[config.mk]
export PLATFORM = sky130hd
export DESIGN_NAME = uart_num_formatter
export DESIGN_NICKNAME = d
export VERILOG_FILES = /design/src/rtl/uart_fmt_pkg.sv /design/src/rtl/bin2bcd_seq.sv /design/src/rtl/uart_num_formatter.sv
export SDC_FILE = /design/constraint.sdc
export NUM_CORES = 1
export LEC_CHECK = 0
export CAP_MARGIN = 20
export CORE_AREA = 8 8 438 440
export CTS_BUF_LIST = sky130_fd_sc_hd__clkbuf_8
export DETAILED_ROUTE_END_ITERATION = 8
export DIE_AREA = 0 0 446 448
export PLACE_DENSITY = 0.3
export SLEW_MARGIN = 20
export SYNTH_ARGS = -nofsm -noshare
export SYNTH_HDL_FRONTEND = slang
export SYNTH_SLANG_ARGS = --single-unit
[constraint.sdc]
create_clock -name sys_clk -period 3.35 [get_ports sys_clk]
set_clock_uncertainty 0.05 [all_clocks]
set_input_delay 0.5025 -clock sys_clk [delete_from_list [all_inputs] [get_ports sys_clk]]
set_output_delay 0.5025 -clock sys_clk [all_outputs]
set_load 0.02 [all_outputs]
[src/rtl/uart_fmt_pkg.sv]
// Shared constants and helpers for the numeric-to-ASCII record formatter.
package uart_fmt_pkg;

   // Ten BCD digits hold any 32-bit unsigned value (max 4294967295).
   localparam int DIGITS_DEF = 10;
   localparam int VALUE_W    = 32;

   // One-hot FSM encoding.
   localparam logic [4:0] ST_IDLE = 5'b00001;
   localparam logic [4:0] ST_CONV = 5'b00010;
   localparam logic [4:0] ST_PACK = 5'b00100;
   localparam logic [4:0] ST_REQ  = 5'b01000;
   localparam logic [4:0] ST_WAIT = 5'b10000;

   localparam logic [7:0] ASCII_ZERO = 8'h30;
   localparam logic [7:0] ASCII_EQ   = 8'h3D;

   // Double-dabble correction: a nibble of 5 or more becomes >= 8 after
   // adding 3, so the following shift carries it into the next digit.
   function automatic logic [3:0] dabble_adj(input logic [3:0] nib);
      return (nib >= 4'd5) ? nib + 4'd3 : nib;
   endfunction

endpackage

[src/rtl/bin2bcd_seq.sv]
// Sequential shift-add-3 binary-to-BCD converter, one bit per cycle.
module bin2bcd_seq
   import uart_fmt_pkg::*;
#(
   parameter int DIGITS = DIGITS_DEF
) (
   input  logic                  sys_clk,
   input  logic                  sys_rst_n,
   input  logic                  start,
   input  logic [VALUE_W-1:0]    bin,
   output logic                  done,
   output logic [4*DIGITS-1:0]   bcd
);

   localparam int BCD_W = 4 * DIGITS;

   logic [VALUE_W-1:0] bin_sr;
   logic [5:0]         iter_cnt;
   logic [BCD_W-1:0]   bcd_adj;

   // Apply the add-3 correction to every digit before the shift.
   always_comb begin
      bcd_adj = bcd;
      for (int i = 0; i < DIGITS; i++) begin
         bcd_adj[4*i +: 4] = dabble_adj(bcd[4*i +: 4]);
      end
   end

   // Load on start, then shift {bcd, bin} once per cycle while the
   // iteration down-counter is nonzero.
   always_ff @(posedge sys_clk or negedge sys_rst_n) begin
      if (!sys_rst_n) begin
         bin_sr   <= '0;
         bcd      <= '0;
         iter_cnt <= '0;
      end else if (start) begin
         bin_sr   <= bin;
         bcd      <= '0;
         iter_cnt <= 6'(VALUE_W);
      end else if (iter_cnt != 6'd0) begin
         bcd      <= {bcd_adj[BCD_W-2:0], bin_sr[VALUE_W-1]};
         bin_sr   <= {bin_sr[VALUE_W-2:0], 1'b0};
         iter_cnt <= iter_cnt - 6'd1;
      end
   end

   // Done is high during the cycle whose closing edge performs the final
   // iteration, so the caller can change state on that same edge.
   assign done = (iter_cnt == 6'd1);

endmodule

[src/rtl/uart_num_formatter.sv]
// Formats a 32-bit unsigned value as "<tag>=<decimal>" on the framer's
// string bus and hands it over with a single-cycle request.
//
// state | meaning
// ------+--------------------------------------------------------------
// IDLE  | waiting for data_vld; on accept clears string, writes tag,'='
// CONV  | binary-to-BCD engine running (32 cycles)
// PACK  | one BCD digit per cycle, MSD first, leading zeros suppressed
// REQ   | record ready; pulse tx_req once framer is not busy
// WAIT  | record owned by framer until tx_done
module uart_num_formatter
   import uart_fmt_pkg::*;
#(
   parameter int DIGITS = DIGITS_DEF,
   parameter int STR_W  = 1096
) (
   input  logic               sys_clk,
   input  logic               sys_rst_n,
   input  logic               data_vld,
   input  logic [VALUE_W-1:0] value,
   input  logic [7:0]         tag,
   output logic               busy,
   output logic               drop,
   output logic [STR_W-1:0]   tx_string,
   output logic [7:0]         tx_length,
   output logic               tx_req,
   input  logic               tx_busy,
   input  logic               tx_done
);

   localparam int BCD_W   = 4 * DIGITS;
   localparam int N_BYTES = 2 + DIGITS;

   logic [4:0]       state;
   logic             conv_start;
   logic             conv_done;
   logic [BCD_W-1:0] bcd;
   logic [7:0]       ptr;
   logic [7:0]       dig_idx;
   logic             seen;
   logic [3:0]       digit;
   logic             emit;

   assign conv_start = (state == ST_IDLE) && data_vld;
   assign busy       = (state != ST_IDLE);

   bin2bcd_seq #(
      .DIGITS (DIGITS)
   ) u_bin2bcd (
      .sys_clk   (sys_clk),
      .sys_rst_n (sys_rst_n),
      .start     (conv_start),
      .bin       (value),
      .done      (conv_done),
      .bcd       (bcd)
   );

   // Select the digit currently being packed.
   always_comb begin
      digit = 4'h0;
      for (int i = 0; i < DIGITS; i++) begin
         if (dig_idx == 8'(i)) begin
            digit = bcd[4*i +: 4];
         end
      end
   end

   // The least significant digit is always emitted so zero prints as "0".
   assign emit = (digit != 4'h0) || seen || (dig_idx == 8'd0);

   // Main sequencer and record assembly.
   always_ff @(posedge sys_clk or negedge sys_rst_n) begin
      if (!sys_rst_n) begin
         state     <= ST_IDLE;
         ptr       <= '0;
         dig_idx   <= '0;
         seen      <= 1'b0;
         tx_string <= '0;
         tx_length <= '0;
         tx_req    <= 1'b0;
      end else begin
         tx_req <= 1'b0;
         case (state)
            ST_IDLE: begin
               if (data_vld) begin
                  tx_string       <= '0;
                  tx_string[7:0]  <= tag;
                  tx_string[15:8] <= ASCII_EQ;
                  ptr             <= 8'd2;
                  state           <= ST_CONV;
               end
            end
            ST_CONV: begin
               if (conv_done) begin
                  dig_idx <= 8'(DIGITS - 1);
                  seen    <= 1'b0;
                  state   <= ST_PACK;
               end
            end
            ST_PACK: begin
               if (emit) begin
                  for (int b = 2; b < N_BYTES; b++) begin
                     if (ptr == 8'(b)) begin
                        tx_string[8*b +: 8] <= ASCII_ZERO + {4'h0, digit};
                     end
                  end
                  ptr  <= ptr + 8'd1;
                  seen <= 1'b1;
               end
               if (dig_idx == 8'd0) begin
                  // Last digit is always emitted, so the final length is ptr+1.
                  tx_length <= ptr + 8'd1;
                  state     <= ST_REQ;
               end else begin
                  dig_idx <= dig_idx - 8'd1;
               end
            end
            ST_REQ: begin
               if (!tx_busy) begin
                  tx_req <= 1'b1;
                  state  <= ST_WAIT;
               end
            end
            ST_WAIT: begin
               if (tx_done) begin
                  state <= ST_IDLE;
               end
            end
            default: state <= ST_IDLE;
         endcase
      end
   end

   // A strobe arriving while a record is in flight is discarded and flagged
   // one cycle later.
   always_ff @(posedge sys_clk or negedge sys_rst_n) begin
      if (!sys_rst_n) begin
         drop <= 1'b0;
      end else begin
         drop <= data_vld && (state != ST_IDLE);
      end
   end

endmodule

-- After elaboration in Yosys (flattened, before gate mapping)
Cells that the tools add are included.
- output and inout port bits: 1107
- latch bits: 0
- memory bits (read-only): 0
- bits in registers: 199
- memories: 0
- RAM bits: 0
- multiplexer cells: 56
- reductions and logical operators: 26
- multiply operators: 0
- divide/modulo/power cells: 0
- bitwise logic cells: 0
- equal/unequal tests: 43
- order comparisons: 10
- $add $sub $neg: 14
- shift operators: 0
- operators by type and width (operator ; number):
    $pmux 80 s2 ; 1
    $mux 8 ; 14
    $mux 96 ; 1
    $mux 40 ; 2
    $mux 80 ; 1
    $mux 4 ; 19
    $eq 8x3->1 const B ; 8
    $mux 32 ; 2
    $eq 8x4->1 const B ; 6
    $ge 4x3->1 const B ; 10
    $reduce_and 4->1 ; 10
    $add 4x2->4 const B ; 9
    $ne 2x2->1 const B ; 17
    $eq 8x2->1 const B ; 4
    $pmux 8 s2 ; 2
    $mux 5 ; 5
    $pmux 5 s5 ; 1
    $mux 6 ; 2
    $reduce_and 3->1 ; 3
    $add 8x1->8 const B ; 1
    $eq 8x1->1 const B ; 1
    $logic_not 8->1 ; 1
    $sub 8x1->8 const B ; 1
    $add 6x4->7 const A ; 1
    other kinds (19) ; 27

-- Logic depth before layout (Yosys ltp)
- depth in word-level cells: 16
- depth in mapped cells: 14
- depth with buffers taken out: 10

-- By module
Synthesis repeated with hierarchy kept, for this count alone.
- cell total of the unflattened synthesis: 2130
- area, all modules: 17389.2 µm²
- modules (own cells, without submodules) (module ; times used ; cells an instance ; area an instance (µm²)):
    uart_num_formatter ; 1 ; 1550 ; 12564.6
    bin2bcd_seq ; 1 ; 580 ; 4824.6

-- Worst setup path after synthesis
Ideal clock, no wire load.
- kind: reg2reg
- start: register dig_idx[0]
- end: register ptr[4]
- path slack: 514 ps
- arrival: 2660 ps
- setup time: 126 ps
- cell stages (with the launch flop): 12
- required time: 3174 ps
- path through: dfrtp_1 inv_1 ha_1 nor4b_1 or4_1 a21oi_1 a2bb2oi_1 nor4_4 a21oi_4 buf_4 nor2_1 a221o_1
- cells in the longest elaborated chain, start to end: 16
- elaborated cells between the ends (all ways): 25
- classes of those cells: eq/ne: 10; mux: 10; reduce/logical: 5
- ends and longest elaborated chain (item ; RTL line ; text):
    from (decl) ; uart_num_formatter.sv:39 ; logic [7:0] dig_idx;
    from (signal assigned) ; uart_num_formatter.sv:95 ; dig_idx <= 8'(DIGITS - 1);
    from (signal assigned) ; uart_num_formatter.sv:115 ; dig_idx <= dig_idx - 8'd1;
    $logic_not 8->1 ; uart_num_formatter.sv:62, uart_num_formatter.sv:69 ;
    $mux 4 (10 in series) ; uart_num_formatter.sv:62 ; if (dig_idx == 8'(i)) begin
    $reduce_bool 4->1 ; uart_num_formatter.sv:69 ; assign emit = (digit != 4'h0) || seen || (dig_idx == 8'd0);
    $logic_or 1x1->1 ; uart_num_formatter.sv:69 ;
    $logic_or 1x1->1 (*) ; uart_num_formatter.sv:69 ;
    $ne 2x2->1 (no source line) (*) ; n/a ;
    $reduce_and 3->1 (no source line) (*) ; n/a ;
    to (signal assigned) ; uart_num_formatter.sv:107 ; ptr <= ptr + 8'd1;
    to (decl) ; uart_num_formatter.sv:38 ; logic [7:0] ptr;
Every way passes the cells marked *; elsewhere a longest branch is shown, timed or not.
A chain may end at the register's enable or synchronous reset.

-- Worst setup path in the final report
- start: register dig_idx[1]
- end: register tx_string[17]
- cells in the longest elaborated chain, start to end: 16
- elaborated cells between the ends (all ways): 29
- classes of those cells: add/sub: 1; eq/ne: 10; mux: 13; reduce/logical: 5
- ends and longest elaborated chain (item ; RTL line ; text):
    parallel branches: the longest is 16 deep, another holds $add 6x4->7 ; n/a ;
    to (signal, indexed assignment) ; uart_num_formatter.sv:104 ; tx_string[8*b +: 8] <= ASCII_ZERO + {4'h0, digit};
    to (decl) ; uart_num_formatter.sv:24 ; output logic [STR_W-1:0] tx_string,
Several ways; the timed one is not identified. The select of a mux whose other input is x is not followed.

==> metrics <==
first drt pass iteration count 5; worst endpoint required time about 3.8 ns; area of the core ~180000 um^2; Pins Over Slew Limit 0; total number of H-tree levels 4; FFs w/ async S/R, synth 1.00; endpoints failing setup 0; synth top area cells buf_4, dfrtp_1, nand2_1, a21oi_1, ha_1; FF-to-FF End tx_string[17]; layout cell share with drive strength beyond 1 0.0389; initial antenna violation count 3; global-route wire length before repair between 60000 and 70000 um; total clock sinks 169; Synth top cells by count buf_4, nand2_1, dfrtp_1; post-layout net count roughly 2200; DR DRC count 0; vias 9893; number of synthesized flops with an enable pin 0; Syn Inst Count about 2000; Syn Area/Cell 8.17 um^2; Ys Warns 0; Root Driver clkbuf_8; RSZ-0062 raised after global routing no; IO buf count roughly 130; Top Ports 1152; WL/cell between 10 and 15 um; crit path to tx_string[17]; CP Capture Type flop; Tot GR Track Use 0.0421; synth unique cells 57; Die Wd approximately 450 um; clock-pin slew on the worst setup and hold paths roughly 0.12 ns; R2R depth 12; vias per cell 2.14; Initial Utilization 0.0889; Final Hold Fails 0; FMAX 0.323 GHz; register share of total power 0.325; Placer Congestion 0.676; power density over the cells ~640 nW/um^2; dpl cell area 17000 um^2; Post-Route WL 48300 um; leading area contributor after synthesis buf_4; vias in the first global route roughly 10000; Top FF cell, synth dfrtp_1; area share of the largest cell type after synthesis 0.474; Num CTS Buffers 17; Die ar. ~200000 um^2; Total Power roughly 0.011 W; Final min period roughly 3.1 ns; DP HPWL around 38000 um; Pleak approximately 8.0 nW; CTS max path bufs 2; register bit count reported by yosys between 150 and 200; P_sw approximately 0.0056 W; worst hold slack 0.406 ns; Mapped Area approximately 16000 um^2; cell area after layout ~17000 um^2; Internal Power 0.00549 W; status finished, final reports clean; r2r setup slk around 0.25 ns; Crit Path Max Fanout 16; Worst setup SP type flop; grt total ovfl 0; Skew-Pair Late Insertion Delay 0.57 ns; Layout area overhead 6.06%; Die Ht between 400 and 500 um; Worst Hold Class in -> async; worst relative slew slack 0.474; CTS tree done; Fin Setup TNS 0 ns; initial drt markers 429; critical path class reg -> reg; Worst R2R Start dig_idx[1]; Max-Cap Viols 0; FP Rows around 160; CP startpoint dig_idx[1]; Max VDD drop between 0.2 and 0.3 mV; most frequent cell after synthesis buf_4; Antenna Nets Post-Route 0; Gate power share 0.520; Clock power frac 0.155; switch share 0.506; final period utilization 0.925; worst slew pin tran slightly below 0.8 ns; Setup Fix Bufs, Post-CTS 0; Crit path arrival time ~3.5 ns; sequential area share after synthesis 0.258; largest net degree at the start of global routing just under 70
registers in the layout, summed over array words and instances, names as in the netlist:
name / flops
dig_idx: 8
drop: 1
ptr: 8
seen: 1
state: 5
tx_length: 8
tx_req: 1
tx_string: 59
u_bin2bcd.bcd: 40
u_bin2bcd.bin_sr: 32
u_bin2bcd.iter_cnt: 6
per-stage QoR:
step,std cells,utilization,worst slack (ns)
2_1_floorplan,3031,-,0.514
3_3_place_gp,4581,0.0919,0.148
3_5_place_dp,4581,0.0919,0.203
4_1_cts,4614,0.0943,0.184
5_1_grt,4615,0.0943,0.0111
6_report,4615,0.0943,0.253
worst max-delay path: stages, from the launching register on:
cell and delay, ns:
dfrtp_1 0.41, inv_1 0.11, ha_1 0.24, buf_4 0.19, a211oi_1 0.24, o21ai_0 0.13
a31oi_1 0.17, o21ai_0 0.15, a2111oi_2 0.48, a21oi_4 0.16, buf_12 0.19, o21ai_1 0.34
o2bb2ai_1 0.17
cells by family after synthesis:
family          share of synthesized area
buf+inv                             0.496
simple gates                        0.106
compound gates                      0.104
flops                               0.258
fa+ha+maj                          0.0236
xor+xnor                           0.0112
mux                               0.00198
other cells                      0.000228
power by group through the flow:
stage	sequential, W	clock [W]	combinational (W)
3_3_place_gp	0.00370	0	0.00587
3_5_place_dp	0.00368	0	0.00585
2_1_floorplan	0.00363	0	0.00475
6_report	0.00362	0.00172	0.00578
4_1_cts	0.00365	0.00191	0.00588
5_1_grt	0.00376	0.00192	0.00647
cell type report:
cell class                      instances  area, um^2
Antenna cell                            1        2.50
Clock buffer                           18         248
Timing Repair Buffer                  164        1610
Fill cell                           21600      167000
Sequential cell                       169        4230
Tap cell                             2480        3100
Clock inverter                         14         180
Multi-Input combinational cell       1732        7910
Inverter                               37         139
layout by cell type, fill, tap and decap left out, types with 11 or more instances in the layout:
| master | synthesis | routed |
|---|---|---|
| nand2b_1 | 18 | 18 |
| a22o_1 | 11 | 11 |
| ha_1 | 31 | 30 |
| nand2_1 | 179 | 179 |
| dfrtp_1 | 168 | 168 |
| a21oi_1 | 85 | 85 |
| nor2_1 | 96 | 95 |
| a211oi_1 | 14 | 14 |
| buf_4 | 1038 | 31 |
| clkdlybuf4s50_1 | 0 | 127 |
| conb_1 | 1 | 1023 |
| clkbuf_8 | 0 | 19 |
| o21ai_1 | 15 | 15 |
| o21ai_0 | 46 | 46 |
| o2bb2ai_1 | 30 | 30 |
| a31oi_1 | 36 | 36 |
| inv_1 | 37 | 37 |
| nand3_1 | 22 | 21 |
| nor3b_1 | 12 | 12 |
| xnor2_1 | 13 | 13 |
worst min-delay path by stage:
stage | start | endpoint | slack (ns) | cells after the start
floorplan | sys_rst_n | dig_idx[0] | 0.16 | 0
global placement | tx_string[6] | tx_string[6] | 0.41 | 2
detailed placement | tx_string[0] | tx_string[0] | 0.42 | 2
CTS | tag[4] | tx_string[4] | 0.26 | 3
global route | tag[4] | tx_string[4] | 0.33 | 3
finish | sys_rst_n | tx_string[59] | 0.41 | 2
what timing repair did:
action | 4_1_cts | 5_1_grt
hold endpoints to repair | 46 | 0
setup endpoints to repair | 0 | 18
hold buffers | 1 | 0
resized for setup | 0 | 1
per-layer routing:
metal,global-route usage,up-vias,part of all wire
met3,0.00943,17,0.070
met1,0.0500,4742,0.39
li1,-,4652,-
met2,0.0742,482,0.53
met5,0,-,0
met4,0.0150,0,0.013
Power figures use the tool's default switching activity.
